`src/rtl/mw_pkg.sv`:
```
// Shared opcodes, exception codes and the writeback request type for mw_writeback_ctrl.
// wb_req_t is sized for the default 5-bit register address and 32-bit datapath.
package mw_pkg;

  localparam int MW_AW = 5;
  localparam int MW_DW = 32;

  localparam logic [4:0] OP_R    = 5'b00000;
  localparam logic [4:0] OP_ADDI = 5'b00101;
  localparam logic [4:0] OP_LW   = 5'b01000;
  localparam logic [4:0] OP_JAL  = 5'b00011;
  localparam logic [4:0] OP_SETX = 5'b10101;

  localparam logic [4:0] ALU_ADD = 5'b00000;
  localparam logic [4:0] ALU_SUB = 5'b00001;

  localparam logic [2:0] EXC_NONE = 3'd0;
  localparam logic [2:0] EXC_ADD  = 3'd1;
  localparam logic [2:0] EXC_ADDI = 3'd2;
  localparam logic [2:0] EXC_SUB  = 3'd3;
  localparam logic [2:0] EXC_MUL  = 3'd4;
  localparam logic [2:0] EXC_DIV  = 3'd5;

  typedef struct packed {
    logic             we;
    logic [MW_AW-1:0] addr;
    logic [MW_DW-1:0] data;
  } wb_req_t;

  // Only add, sub and addi can raise an overflow; anything else yields EXC_NONE.
  function automatic logic [2:0] ovf_code(input logic [4:0] op, input logic [4:0] alu);
    if (op == OP_ADDI) return EXC_ADDI;
    if (op == OP_R && alu == ALU_ADD) return EXC_ADD;
    if (op == OP_R && alu == ALU_SUB) return EXC_SUB;
    return EXC_NONE;
  endfunction

endpackage

```
`src/rtl/mw_writeback_ctrl_fifo.sv`:
```
// mw_pend_fifo: small synchronous FIFO holding late multdiv results until the RF port is free.
module mw_pend_fifo #(
  parameter int WIDTH = 37,
  parameter int DEPTH = 2
) (
  input  logic                     clock,
  input  logic                     reset_n,
  input  logic                     i_push,
  input  logic [WIDTH-1:0]         i_data,
  input  logic                     i_pop,
  output logic [WIDTH-1:0]         o_data,
  output logic                     o_full,
  output logic                     o_empty,
  output logic [$clog2(DEPTH):0]   o_count
);

  localparam int AW = $clog2(DEPTH);
  localparam int CW = AW + 1;

  logic [WIDTH-1:0] r_mem [DEPTH];
  logic [AW-1:0]    r_wptr;
  logic [AW-1:0]    r_rptr;
  logic [CW-1:0]    r_count;
  logic             w_do_push;
  logic             w_do_pop;

  assign o_full    = (r_count == CW'(DEPTH));
  assign o_empty   = (r_count == '0);
  assign o_count   = r_count;
  assign o_data    = r_mem[r_rptr];
  assign w_do_push = i_push & ~o_full;
  assign w_do_pop  = i_pop & ~o_empty;

  always_ff @(posedge clock) begin
    if (w_do_push) r_mem[r_wptr] <= i_data;
  end

  // DEPTH is a power of two, so the pointers wrap on their own.
  always_ff @(posedge clock or negedge reset_n) begin
    if (!reset_n) begin
      r_wptr  <= '0;
      r_rptr  <= '0;
      r_count <= '0;
    end else begin
      if (w_do_push) r_wptr <= r_wptr + AW'(1);
      if (w_do_pop)  r_rptr <= r_rptr + AW'(1);
      case ({w_do_push, w_do_pop})
        2'b10:   r_count <= r_count + CW'(1);
        2'b01:   r_count <= r_count - CW'(1);
        default: r_count <= r_count;
      endcase
    end
  end

endmodule

```
`src/rtl/mw_writeback_ctrl.sv`:
```
// Writeback controller: decodes the retiring MW instruction and merges queued multdiv results
// onto the single RF write port. Define MW_MD_EXC_EN to turn multdiv exceptions into EXC_REG writes.
module mw_writeback_ctrl
  import mw_pkg::*;
#(
  parameter int DATA_W     = 32,
  parameter int REG_AW     = 5,
  parameter int PEND_DEPTH = 2,
  parameter int EXC_REG    = 30,
  parameter int LINK_REG   = 31
) (
  input  logic                          clock,
  input  logic                          reset_n,
  input  logic                          in_valid,
  output logic                          in_ready,
  input  logic [DATA_W-1:0]             in_insn,
  input  logic [DATA_W-1:0]             in_o,
  input  logic [DATA_W-1:0]             in_d,
  input  logic                          in_ovf,
  input  logic                          md_valid,
  output logic                          md_ready,
  input  logic [REG_AW-1:0]             md_rd,
  input  logic [DATA_W-1:0]             md_result,
  input  logic                          md_exc,
  input  logic                          md_is_div,
  output logic                          rf_we,
  output logic [REG_AW-1:0]             rf_addr,
  output logic [DATA_W-1:0]             rf_data,
  output logic [$clog2(PEND_DEPTH):0]   pend_count
);

  localparam int ENT_W = REG_AW + DATA_W;

  logic [4:0]        w_op;
  logic [4:0]        w_alu;
  logic [4:0]        w_rd;
  logic [2:0]        w_code;
  wb_req_t           w_dec;
  logic              w_full;
  logic              w_empty;
  logic              w_accept;
  logic              w_mw_wr;
  logic              w_push;
  logic              w_pop;
  logic [ENT_W-1:0]  w_push_ent;
  logic [ENT_W-1:0]  w_head;
  logic [REG_AW-1:0] w_head_addr;
  logic [DATA_W-1:0] w_head_data;
  logic [REG_AW-1:0] w_mw_addr;
  logic [DATA_W-1:0] w_mw_data;
  logic              r_we;
  logic [REG_AW-1:0] r_addr;
  logic [DATA_W-1:0] r_data;

  assign w_op  = in_insn[31:27];
  assign w_rd  = in_insn[26:22];
  assign w_alu = in_insn[6:2];

  // An overflowing add/sub/addi replaces its normal result with an exception code in EXC_REG.
  always_comb begin
    w_dec  = '0;
    w_code = ovf_code(w_op, w_alu);
    if (in_ovf && (w_code != EXC_NONE)) begin
      w_dec.we   = 1'b1;
      w_dec.addr = MW_AW'(EXC_REG);
      w_dec.data = MW_DW'(w_code);
    end else begin
      case (w_op)
        OP_R, OP_ADDI: begin
          w_dec.we   = 1'b1;
          w_dec.addr = MW_AW'(w_rd);
          w_dec.data = MW_DW'(in_o);
        end
        OP_LW: begin
          w_dec.we   = 1'b1;
          w_dec.addr = MW_AW'(w_rd);
          w_dec.data = MW_DW'(in_d);
        end
        OP_JAL: begin
          w_dec.we   = 1'b1;
          w_dec.addr = MW_AW'(LINK_REG);
          w_dec.data = MW_DW'(in_o);
        end
        OP_SETX: begin
          w_dec.we   = 1'b1;
          w_dec.addr = MW_AW'(EXC_REG);
          w_dec.data = MW_DW'(in_insn[26:0]);
        end
        default: ;
      endcase
    end
  end

`ifdef MW_MD_EXC_EN
  always_comb begin
    w_push_ent = {md_rd, md_result};
    if (md_exc) w_push_ent = {REG_AW'(EXC_REG), md_is_div ? DATA_W'(EXC_DIV) : DATA_W'(EXC_MUL)};
  end
`else
  logic w_unused;
  assign w_unused   = md_exc ^ md_is_div;
  assign w_push_ent = {md_rd, md_result};
`endif

  assign in_ready    = ~w_full;
  assign md_ready    = ~w_full;
  assign w_accept    = in_valid & ~w_full;
  assign w_mw_wr     = w_accept & w_dec.we;
  assign w_push      = md_valid & ~w_full;
  assign w_pop       = ~w_mw_wr & ~w_empty;
  assign w_mw_addr   = REG_AW'(w_dec.addr);
  assign w_mw_data   = DATA_W'(w_dec.data);
  assign w_head_addr = w_head[ENT_W-1:DATA_W];
  assign w_head_data = w_head[DATA_W-1:0];

  mw_pend_fifo #(
    .WIDTH (ENT_W),
    .DEPTH (PEND_DEPTH)
  ) u_pend_fifo (
    .clock   (clock),
    .reset_n (reset_n),
    .i_push  (w_push),
    .i_data  (w_push_ent),
    .i_pop   (w_pop),
    .o_data  (w_head),
    .o_full  (w_full),
    .o_empty (w_empty),
    .o_count (pend_count)
  );

  // The MW stage owns the port when it writes; queued multdiv results drain in idle slots.
  always_ff @(posedge clock or negedge reset_n) begin
    if (!reset_n) begin
      r_we   <= 1'b0;
      r_addr <= '0;
      r_data <= '0;
    end else if (w_mw_wr) begin
      r_we   <= |w_mw_addr;
      r_addr <= w_mw_addr;
      r_data <= w_mw_data;
    end else if (w_pop) begin
      r_we   <= |w_head_addr;
      r_addr <= w_head_addr;
      r_data <= w_head_data;
    end else begin
      r_we   <= 1'b0;
    end
  end

  assign rf_we   = r_we;
  assign rf_addr = r_addr;
  assign rf_data = r_data;

endmodule
```
`config.mk`:
```
export PLATFORM = sky130hd
export DESIGN_NAME = mw_writeback_ctrl
export DESIGN_NICKNAME = d
export VERILOG_FILES = /design/src/rtl/mw_pkg.sv /design/src/rtl/mw_writeback_ctrl_fifo.sv /design/src/rtl/mw_writeback_ctrl.sv
export SDC_FILE = /design/constraint.sdc
export NUM_CORES = 1
export LEC_CHECK = 0
export ABC_AREA = 0
export BUFFER_PORTS_ARGS = -buffer_cell sky130_fd_sc_hd__buf_2
export CAP_MARGIN = 0
export CORE_UTILIZATION = 54
export DETAILED_ROUTE_END_ITERATION = 12
export GPL_TIMING_DRIVEN = 1
export PLACE_DENSITY_LB_ADDON = 0.2
export SYNTH_ARGS = -nofsm -noshare
export SYNTH_HDL_FRONTEND = slang
export SYNTH_SLANG_ARGS = --single-unit
```
`constraint.sdc`:
```
create_clock -name clock -period 8.5 [get_ports clock]
set_input_delay 1.7 -clock clock [delete_from_list [all_inputs] [get_ports clock]]
set_output_delay 1.7 -clock clock [all_outputs]
set_load 0.05 [all_outputs]
```
[Word-level counts from Yosys, hierarchy flattened]
Memories as Yosys holds them, arrays and structs flattened.
Cells that the tools add are included.
Word-level totals
  flip-flop bits (word level): 42
  memories kept: 1
  bits in writable memories: 74
  bits of input ports: 140
Operators by class
  reduce and logical (&&, ||, !) cells: 12
  add/sub/neg operators: 4
  bitwise logic cells: 9
  mux-type cells: 23
  equality and inequality tests: 8
Memory list
  u_pend_fifo.r_mem: words 2, bits a word 37, read ports 1, clocked after Yosys merged registers in 0, wr ports 1, RTL line mw_writeback_ctrl_fifo.sv:20  | logic [WIDTH-1:0] r_mem [DEPTH];
Operator list (number)
  $pmux W38 S4: 1
  $mux W32: 2
  $mux W38: 1
  $mux W3: 6
  $logic_not A5 Y1: 2
  $mux W1: 10
  $mux W5: 2
  $reduce_or A5 Y1: 2
  $and A1 B1 Y1: 6
  $eq A5 B1 Y1 const B: 1
  $eq A5 B2 Y1 const B: 1
  $eq A5 B3 Y1 const B: 1
  $eq A5 B4 Y1 const B: 1
  $eq A5 B5 Y1 const B: 1
  $eq A2 B2 Y1 const B: 2
  $pmux W2 S2: 1
  $reduce_bool A2 Y1: 2
  $logic_and A1 B1 Y1: 3
  $not A1 Y1: 3
  $reduce_bool A3 Y1: 1
  $add A1 B1 Y1 const B: 2
  $add A2 B1 Y2 const B: 1
  $eq A2 B1 Y1 const B: 1
  $logic_not A2 Y1: 1
  other kinds (2): 2

[Longest topological paths before layout]
Gate-level depths: netlist of run 1.
  depth after elaboration: 18
  gate-level depth with buffers: 11
  depth with buffers taken out: 8

[Modules after synthesis]
From an unflattened synthesis of run 1, not the netlist that was laid out.
Unflattened totals
  cell total of the unflattened synthesis: 366
  area, all modules: 5327.6 sq um
Modules (own cells, without submodules)
  mw_pend_fifo: cells an instance 133, area an instance 2949.1 sq um, times used 1
  mw_writeback_ctrl: cells an instance 233, area an instance 2378.5 sq um, times used 1

[Least setup slack after synthesis of run 1]
Ideal clock, no wire load.
  path type: in2reg
  start: input md_valid
  end: memory u_pend_fifo.r_mem[0][0] (enable)
  arrival: 3.383 ns
  path slack: 4.686 ns
  stages: 2
  library setup time: 0.431 ns
  buffers on the path: 0
  path through: nand2_1 nor2_1
Between the ends
  cells in the longest elaborated chain, start to end: 4
Ends and longest elaborated chain
  start: declaration: RTL line mw_writeback_ctrl.sv:20  | input logic md_valid,
  $and A1 B1 Y1: RTL line mw_writeback_ctrl.sv:109  | assign w_push = md_valid & ~w_full;
  $and A1 B1 Y1: RTL line mw_writeback_ctrl_fifo.sv:31  | assign w_do_push = i_push & ~o_full;
  $mux W1: RTL line mw_writeback_ctrl_fifo.sv:35  | if (w_do_push) r_mem[r_wptr] <= i_data;
  $mux W1 (implied by the code): RTL line mw_writeback_ctrl_fifo.sv:35
  end: declaration: RTL line mw_writeback_ctrl_fifo.sv:20
No other way between the ends.

[Final worst setup path of run 1]
  start: input in_insn[5]
  end: register r_data[30] (netlist: rf_data[30])
Between the ends
  cells in the longest elaborated chain, start to end: 15
Ends and longest elaborated chain
  start: declaration: RTL line mw_writeback_ctrl.sv:16  | input logic [DATA_W-1:0] in_insn,
  $eq A5 B1 Y1: RTL line mw_pkg.sv:34  | if (op == OP_R && alu == ALU_SUB) return EXC_SUB;
  $logic_and A1 B1 Y1: RTL line mw_pkg.sv:34
  $mux W1 (2 in series): RTL line mw_pkg.sv:34
  $mux W1: RTL line mw_pkg.sv:33  | if (op == OP_R && alu == ALU_ADD) return EXC_ADD;
  $mux W3: RTL line mw_pkg.sv:35  | return EXC_NONE;
  $mux W3 *: RTL line mw_pkg.sv:34
  $mux W3 *: RTL line mw_pkg.sv:33
  $reduce_bool A3 Y1 *: RTL line mw_writeback_ctrl.sv:63  | if (in_ovf && (w_code != EXC_NONE)) begin
  $logic_and A1 B1 Y1 *: RTL line mw_writeback_ctrl.sv:63
  $mux W38 *: RTL line mw_writeback_ctrl.sv:63
  $and A1 B1 Y1: RTL line mw_writeback_ctrl.sv:108  | assign w_mw_wr = w_accept & w_dec.we;
  $not A1 Y1: RTL line mw_writeback_ctrl.sv:110  | assign w_pop = ~w_mw_wr & ~w_empty;
  $and A1 B1 Y1: RTL line mw_writeback_ctrl.sv:110
  $reduce_bool A2 Y1 (no source line)
  end signal: assignment: RTL line mw_writeback_ctrl.sv:140  | r_data <= w_mw_data;
  end signal: assignment: RTL line mw_writeback_ctrl.sv:144  | r_data <= w_head_data;
  end: declaration: RTL line mw_writeback_ctrl.sv:53  | logic [DATA_W-1:0] r_data;
Every way passes the cells marked *; elsewhere a longest branch is shown, timed or not. The select of a mux whose other input is x is not followed.
A chain may end at the register's enable or synchronous reset.

==> flow_summary.json, run 1 <==
{
  "end_kind": "flop",
  "final_common_cell": "buf_2",
  "initial_core_util": 0.559,
  "ios": 182,
  "required_ns": 8.81,
  "die_y_microns": 99.8,
  "first_pass_iters": 8,
  "drv_slew": 0,
  "outcome": "complete, no violations",
  "hp-class": "flop to flop",
  "clockBufferDepth": 2,
  "die_w_microns": 99.8,
  "numCtsBuffers": 17,
  "ys_types": 47,
  "synth_compound_area_frac": 0.162,
  "cts_tree": "built",
  "seq_area_frac_synth": 0.633,
  "synth_xor_area_frac": 0.0102,
  "fmax_mhz": 296,
  "ff2ff_setup_slack_ns": 6.21,
  "root_buffer": "clkbuf_8",
  "drtIter0Drc": 343,
  "synth_top_family_by_area": "compound AO/OA/AOI/OAI gates",
  "clock_latency_ns": 0.49,
  "synthMuxAreaShare": 0.0741,
  "rows": 35,
  "yosysTopAreaCell": "edfxtp_1",
  "cts_post_setup_buffers_inserted": 0,
  "path_clk_slew_ns": 0.05,
  "ys_seq_elements": 116,
  "synth_area_leaders": "edfxtp_1, dfrtp_1, mux2i_1",
  "vias": 4126,
  "synth_edf_count": 74,
  "routedWlPerCell_microns": 18.7,
  "setup_viol": 0,
  "layout_common_cells": "buf_2, edfxtp_1, nor2_1",
  "leakage_uw": 0.00276,
  "final-seq-area_sq_um": 3270,
  "drive_above_1_share": 0.390,
  "grt_pass1_vias": 3958,
  "r2r_cells": 9,
  "grt-ovfl-total": 0,
  "fin_skew_ns": 0.00590,
  "multi_input_area_sq_um": 1670,
  "worst_pin_slew_ns": 1.24,
  "area_growth_pct": 27.7,
  "dieArea_sq_um": 9970,
  "synth_adder_area_share": 0.00242,
  "yosys_warnings": 0,
  "routed_wl_microns": 13200,
  "port_buffers": 179,
  "cts_hold_buf": 0,
  "pre_cts_slack_ns": 4.64,
  "grtUsageTotal": 0.271,
  "antenna_found_initial": 0,
  "path_class": "input port to flop",
  "synth_nets": 536,
  "rr_startpoint": "u_pend_fifo.o_count[0]$_DFFE_PN0P_",
  "ant_nets": 0,
  "ctsResizeCount": 0,
  "r2r-end": "u_pend_fifo.o_count[1]$_DFFE_PN0P_",
  "netlist_instances": 395,
  "ys_async_sr_fraction": 0.362,
  "netlist_area_sq_um": 5170,
  "drv_cap": 0,
  "critPathMaxFanout": 30,
  "p_per_area_nw_per_um2": 393,
  "critPathLaunchType": "input port",
  "cts.sink_count": 116,
  "tns_ns": 0,
  "relSlewSlack": 0.174,
  "ys.flop_type": "edfxtp_1",
  "synth_simple_gate_area_frac": 0.0695,
  "grt_start_max_net_pins": 76,
  "gp_congestion": 0.775,
  "min_period_over_period": 0.397,
  "dp_hpwl_microns": 8420,
  "critPathCapture": "rf_data[30]$_DFFE_PN0P_",
  "core_region_area_sq_um": 9240,
  "peakVddDrop_v": 0.000264,
  "antenna-diode-count": 0,
  "hold_viol": 0,
  "rsz0062_at_grt": "no",
  "fin_util": 0.714,
  "viasPerCell": 5.86,
  "setup_ws_ns": 5.12,
  "n_fill_cell": 688,
  "cp-startpoint": "in_insn[5]",
  "syn_area_per_cell_sq_um": 13.1,
  "grt_pass1_wl_microns": 20100,
  "arrival_ns": 3.68,
  "nets": 703,
  "drc": 0,
  "htreeDepth": 4,
  "yosys.area.top_type_share": 0.430,
  "min_period_ns": 3.38
}
## worst min-delay path by stage
stage                                               from                             end  slack [ns]  cells past startpoint
after floorplan           u_pend_fifo.r_wptr$_DFFE_PN0P_  u_pend_fifo.r_wptr$_DFFE_PN0P_        0.46                      1
after global placement    u_pend_fifo.r_wptr$_DFFE_PN0P_  u_pend_fifo.r_wptr$_DFFE_PN0P_        0.53                      1
after detailed placement  u_pend_fifo.r_wptr$_DFFE_PN0P_  u_pend_fifo.r_wptr$_DFFE_PN0P_        0.53                      1
after CTS                 u_pend_fifo.r_wptr$_DFFE_PN0P_  u_pend_fifo.r_wptr$_DFFE_PN0P_        0.55                      1
after global routing      u_pend_fifo.r_wptr$_DFFE_PN0P_  u_pend_fifo.r_wptr$_DFFE_PN0P_        0.58                      1
final                     u_pend_fifo.r_wptr$_DFFE_PN0P_  u_pend_fifo.r_wptr$_DFFE_PN0P_        0.55                      1
## flip-flops by register name (all words and copies together) (netlist names)
signal and flops:
rf_addr 5, rf_data 32, rf_we 1, u_pend_fifo.o_count 2, u_pend_fifo.r_mem 74, u_pend_fifo.r_rptr 1, u_pend_fifo.r_wptr 1
## routing by layer
metal | up-vias | global-route usage | share of wire | wire length (microns)
met2 | 239 | 0.451 | 0.50 | 6640
met3 | 8 | 0.0808 | 0.10 | 1320
li1 | 1895 | - | - | -
met1 | 1984 | 0.344 | 0.39 | 5130
met4 | 0 | 0.0826 | 0.0089 | 117
met5 | - | 0 | 0 | 0
## cell families after synthesis
logic type,after synthesis
multiplexers,38
AO/OA/AOI/OAI,124
adder cells (fa/ha/maj),1
flip-flops,116
buffers and inverters,36
AND/OR/NAND/NOR,74
XOR/XNOR,6
## layout make-up
class | count | share of cell area
clock buffer | 19 | 0.0639
multi-input combinational | 243 | 0.253
inverter | 1 | 0.000569
clock inverter | 13 | 0.0214
tap | 129 | 0.0245
sequential | 116 | 0.496
timing repair buffer | 183 | 0.140
## critical path, stage by stage
cell and delay [ns]:
buf_2 0.11, nor3_1 0.39, and3_1 0.27, o21ai_0 0.12, nand2_1 0.92, o22ai_1 0.17
## cells in the mapped netlist (2+ instances only)
| library cell | instances |
|---|---|
| nor2_1 | 46 |
| nor3_1 | 2 |
| xnor2_1 | 4 |
| a31oi_1 | 4 |
| buf_6 | 10 |
| buf_2 | 14 |
| o22ai_1 | 32 |
| nand3_1 | 3 |
| a21oi_1 | 41 |
| dfrtp_1 | 42 |
| mux2_2 | 2 |
| o21ai_0 | 8 |
| xor2_1 | 2 |
| mux2i_1 | 36 |
| buf_1 | 3 |
| buf_4 | 3 |
| a22oi_1 | 5 |
| o21ai_1 | 2 |
| nand2_1 | 5 |
| and3_1 | 2 |
| and2_1 | 2 |
| clkbuf_1 | 4 |
| a222oi_1 | 26 |
| edfxtp_1 | 74 |
## report_power, final
group | total [uW] | internal [uW] | switching [uW]
Sequential | 890 | 807 | 82.9
Clock | 670 | 439 | 231
Combinational | 1030 | 300 | 734
## per-stage QoR
| stage | hold slack [ns] | instances | cell area (sq um) | power, uW |
|---|---|---|---|---|
| floorplan | 0.461 | 395 | 5170 | 1680 |
| global placement | 0.529 | 672 | 6030 | 1900 |
| detailed placement | 0.535 | 672 | 6030 | 1930 |
| CTS | 0.547 | 704 | 6600 | 2610 |
| global route | 0.578 | 704 | 6600 | 2720 |
| finish | 0.546 | 704 | 6600 | 2590 |
No activity file was read; power rests on OpenSTA's default activity.
==> inputs of run 2 (changes only) <==
--- a/config.mk
+++ b/config.mk
@@ -8,7 +8,7 @@
 export ABC_AREA = 0
 export BUFFER_PORTS_ARGS = -buffer_cell sky130_fd_sc_hd__buf_2
 export CAP_MARGIN = 0
-export CORE_UTILIZATION = 54
+export CORE_UTILIZATION = 50
 export DETAILED_ROUTE_END_ITERATION = 12
 export GPL_TIMING_DRIVEN = 1
 export PLACE_DENSITY_LB_ADDON = 0.2
==> constraint.sdc (replaced) <==
create_clock -name clock -period 3.27 [get_ports clock]
set_input_delay 0.654 -clock clock [delete_from_list [all_inputs] [get_ports clock]]
set_output_delay 0.654 -clock clock [all_outputs]
set_load 0.05 [all_outputs]
==> flow_summary.json, run 2 (synthesized netlist as in run 1, its figures left out) <==
{
  "grtUsageTotal": 0.262,
  "antenna_found_initial": 0,
  "dp.cells": 679,
  "path_clk_slew_ns": 0.05,
  "route.met2.wl_microns": 6460,
  "rr_startpoint": "u_pend_fifo.o_count[0]$_DFFE_PN0P_",
  "cp_slowest_stage_delay_ns": 0.46,
  "drtIter0Drc": 533,
  "drc": 0,
  "largest_reg_flops": 74,
  "initial_core_util": 0.521,
  "drv_cap": 0,
  "min_path_cells": 1,
  "holdPathEnd": "u_pend_fifo.r_mem[0][15]$_DFFE_PP_",
  "top_layer": "met4",
  "vias": 4127,
  "drive_above_1_share": 0.396,
  "grt_start_max_net_pins": 43,
  "ios": 182,
  "clock_latency_ns": 0.53,
  "fin_util": 0.669,
  "met1_length_microns": 5420,
  "hold_viol": 0,
  "layout_common_cells": "buf_2, edfxtp_1, nor2_1",
  "routedWlPerCell_microns": 18.9,
  "rsz0062_at_grt": "no",
  "top_register": "u_pend_fifo.r_mem",
  "arrival_ns": 1.48,
  "leakage_uw": 0.00279,
  "first_pass_iters": 9,
  "relSlewSlack": 0.306,
  "rows": 36,
  "ctsResizeCount": 0,
  "r2r_cells": 5,
  "htreeDepth": 4,
  "root_buffer": "clkbuf_8",
  "r2r-end": "u_pend_fifo.o_count[1]$_DFFE_PN0P_",
  "peakVddDrop_v": 0.000536,
  "dp_hpwl_microns": 9020,
  "cts_hold_buf": 0,
  "cp_slowest_cell": "dfrtp_1",
  "tns_ns": 0,
  "cts_tree": "built",
  "routed_wl_microns": 13500,
  "worst_pin_slew_ns": 1.04,
  "core_region_area_sq_um": 9910,
  "clockBufferDepth": 2,
  "pre_cts_slack_ns": 0.828,
  "dieArea_sq_um": 10700,
  "numCtsBuffers": 17,
  "grt-ovfl-total": 0,
  "gp_congestion": 0.850,
  "grt_pass1_wl_microns": 21200,
  "fin_skew_ns": 0.00918,
  "drv_slew": 0,
  "die_w_microns": 104,
  "cts_post_setup_buffers_inserted": 0,
  "grt_pass1_vias": 4202,
  "setup_ws_ns": 1.14,
  "ff2ff_setup_slack_ns": 1.31,
  "path_class": "flop to output port",
  "min_period_ns": 2.13,
  "critPathMaxFanout": 5,
  "min-delay-start": "md_result[15]",
  "min_period_over_period": 0.652,
  "final-seq-area_sq_um": 3270,
  "multi_input_area_sq_um": 1670,
  "port_buffers": 179,
  "ant_nets": 0,
  "cp_cell_sequence": "nand2b_1, buf_2",
  "cts.sink_count": 116,
  "instances_no_fill": 711,
  "area_growth_pct": 28.2,
  "whs_ns": 0.314,
  "nets": 706,
  "fmax_mhz": 469,
  "viasPerCell": 5.80,
  "n_fill_cell": 787,
  "critPathLaunchType": "flop",
  "setup_viol": 0,
  "antenna-diode-count": 0,
  "required_ns": 2.62,
  "hp-class": "input port to flop",
  "outcome": "complete, no violations",
  "end_kind": "output port",
  "final_common_cell": "buf_2",
  "wl_met3_microns": 1370,
  "die_y_microns": 104,
  "p_per_area_nw_per_um2": 1010
}
-- run 2: cell types whose count changed in the layout (fill, tap and decap cells not counted) --
cell	delta
clkinv_2	+4
clkinv_1	-3
buf_12	+2
clkinvlp_4	-2
buf_4	+1
bufinv_16	-1
clkbuf_1	+1
clkinv_4	+1
-- run 2: report_power, final --
group / switching, uW / internal, uW / leakage [uW]
Clock: 621 / 1070 / 0.000267
Sequential: 243 / 2090 / 0.00119
Combinational: 1880 / 805 / 0.00133
Total: 2750 / 3970 / 0.00279
-- run 2: worst max-delay path by stage --
stage                                                   end  slack (ns)                                from  depth (start not counted)
after floorplan           u_pend_fifo.r_mem[0][0]$_DFFE_PP_        0.40  u_pend_fifo.o_count[0]$_DFFE_PN0P_                          3
after global placement              rf_data[15]$_DFFE_PN0P_        0.87                         in_insn[29]                          7
after detailed placement            rf_data[27]$_DFFE_PN0P_        0.83                         in_insn[29]                          7
after CTS                                          md_ready        1.10  u_pend_fifo.o_count[0]$_DFFE_PN0P_                          2
after global routing                               in_ready        1.06  u_pend_fifo.o_count[0]$_DFFE_PN0P_                          2
final                                              md_ready        1.14  u_pend_fifo.o_count[0]$_DFFE_PN0P_                          2
-- run 2: routing by layer --
layer  GRT usage  up-vias
met4      0.0929        0
met2       0.417      224
met1       0.333     1985
met3      0.0919       22
met5           0        -
li1            -     1896
-- run 2: stage by stage --
stage	area (sq um)	power [uW]
2_1_floorplan	5170	4370
3_3_place_gp	6090	4990
3_5_place_dp	6090	5060
4_1_cts	6630	6750
5_1_grt	6630	7050
6_report	6630	6720
-- run 2: area by class of cell --
type	instances	area share
sequential	116	0.494
multi-input combinational	243	0.252
timing repair buffer	186	0.147
clock buffer	20	0.0642
tap	133	0.0251
clock inverter	12	0.0172
inverter	1	0.000566
-- run 2: critical path: cells and delay by family (launching register included) --
kind	cells	cell delay [ns]
flops	1	0.46
simple gates	1	0.21
buf+inv	1	0.28
==> inputs of run 3 (changes only) <==
==> constraint.sdc (replaced) <==
create_clock -name clock -period 2 [get_ports clock]
set_input_delay 0.4 -clock clock [delete_from_list [all_inputs] [get_ports clock]]
set_output_delay 0.4 -clock clock [all_outputs]
set_load 0.05 [all_outputs]
==> flow_summary.json, run 3 (synthesized netlist as in run 1, its figures left out) <==
{
  "outcome": "complete, no violations",
  "routedWlPerCell_microns": 18.8,
  "drive_above_1_share": 0.421,
  "core_region_area_sq_um": 9910,
  "ant_nets": 0,
  "viasPerCell": 5.79,
  "min_period_over_period": 0.883,
  "grt_start_max_net_pins": 43,
  "ff2ff_setup_slack_ns": 0.25,
  "dp_hpwl_microns": 9320,
  "clock_latency_ns": 0.51,
  "hold_viol": 0,
  "pre_cts_slack_ns": -0.0448,
  "initial_core_util": 0.521,
  "rows": 36,
  "port_buffers": 179,
  "grt_pass1_wl_microns": 21300,
  "leakage_uw": 0.00293,
  "cts_tree": "built",
  "drv_cap": 0,
  "setup_viol": 0,
  "cp.buffers_inverters": 1,
  "relSlewSlack": 0.584,
  "path_class": "flop to output port",
  "layout_common_cells": "buf_2, edfxtp_1, nor2_1",
  "die_y_microns": 104,
  "final_common_cell": "buf_2",
  "n_fill_cell": 765,
  "cts.sink_count": 116,
  "fin_skew_ns": 0.00662,
  "antenna_found_initial": 0,
  "root_buffer": "clkbuf_8",
  "routed_wl_microns": 13600,
  "drc": 0,
  "critPathLaunchType": "flop",
  "numCtsBuffers": 17,
  "drtIter0Drc": 335,
  "rsz0062_at_grt": "no",
  "setup_ws_ns": 0.234,
  "r2r_cells": 7,
  "nets": 720,
  "dieArea_sq_um": 10700,
  "required_ns": 1.60,
  "rr_startpoint": "u_pend_fifo.o_count[0]$_DFFE_PN0P_",
  "first_pass_iters": 6,
  "htreeDepth": 4,
  "drv_slew": 0,
  "grt_pass1_vias": 4275,
  "cp_cell_sequence": "nand2b_4, buf_2",
  "dp.cells": 692,
  "clockBufferDepth": 2,
  "largest_reg_flops": 74,
  "top_register": "u_pend_fifo.r_mem",
  "r2r-end": "u_pend_fifo.o_count[1]$_DFFE_PN0P_",
  "hp-class": "input port to flop",
  "grtUsageTotal": 0.262,
  "grt-ovfl-total": 0,
  "worst_pin_slew_ns": 0.624,
  "tns_ns": 0,
  "peakVddDrop_v": 0.000936,
  "instances_no_fill": 725,
  "die_w_microns": 104,
  "cp_slowest_stage_delay_ns": 0.43,
  "min_path_cells": 1,
  "antenna-diode-count": 0,
  "p_per_area_nw_per_um2": 1710,
  "critPathMaxFanout": 5,
  "cp_slowest_cell": "dfrtp_2",
  "path_clk_slew_ns": 0.05,
  "cp_top_family": "flip-flops",
  "holdPathEnd": "u_pend_fifo.r_mem[1][27]$_DFFE_PP_",
  "min-delay-start": "md_result[27]",
  "whs_ns": 0.0759,
  "arrival_ns": 1.37,
  "gp_congestion": 0.881,
  "min_period_ns": 1.77,
  "fin_util": 0.697,
  "end_kind": "output port",
  "vias": 4196,
  "fmax_mhz": 566,
  "ios": 182,
  "area_growth_pct": 33.6
}
[run 3: layer usage]
layer	vias to the layer above	wire [microns]	GRT usage
met2	195	6870	0.450
met1	2044	5500	0.318
li1	1941	-	-
met3	16	1100	0.0730
met5	-	0	0
met4	0	178	0.0898
[run 3: how the worst max path moves through the flow]
stage                                       startpoint                            endpoint  cells after the start
floorplan           u_pend_fifo.o_count[0]$_DFFE_PN0P_   u_pend_fifo.r_mem[0][0]$_DFFE_PP_                      3
global placement                           in_insn[29]              rf_data[1]$_DFFE_PN0P_                      7
detailed placement                         in_insn[29]              rf_data[1]$_DFFE_PN0P_                      7
CTS                 u_pend_fifo.o_count[0]$_DFFE_PN0P_  u_pend_fifo.o_count[1]$_DFFE_PN0P_                      7
global route        u_pend_fifo.o_count[0]$_DFFE_PN0P_  u_pend_fifo.o_count[1]$_DFFE_PN0P_                      7
finish              u_pend_fifo.o_count[0]$_DFFE_PN0P_                            md_ready                      2
[run 3: layout make-up]
class,instances,area (sq um),share of cell area
sequential,116,3280,0.475
multi-input combinational,243,1680,0.243
timing repair buffer,200,1090,0.158
clock buffer,24,490,0.0711
clock inverter,8,193,0.0279
tap,133,166,0.0241
inverter,1,3.75,0.000544
[run 3: power by group]
part	internal [uW]	switching [uW]
registers	3420	385
logic	1370	3140
clock network	2440	1010
[run 3: stage by stage]
step | total power (uW) | cell area, sq um
6_report | 11800 | 6900
5_1_grt | 12300 | 6900
4_1_cts | 11800 | 6900
3_5_place_dp | 8350 | 6210
3_3_place_gp | 8240 | 6210
2_1_floorplan | 7170 | 5190
[run 3: what timing repair did]
action / 4_1_cts / 5_1_grt
resized for setup: 0 / 0
hold buffers: 1 / 0
endpoints found under the hold margin: 6 / 0
buffers inserted: 0 / 0
[run 3: worst reg2reg max path, cell delays in order (launching register included)]
cell and delay [ns]:
dfrtp_2 0.43, nand2b_4 0.17, nand2_1 0.15, a21oi_4 0.20
nor2_2 0.08, ha_1 0.32, nor2_1 0.14, xor2_1 0.18
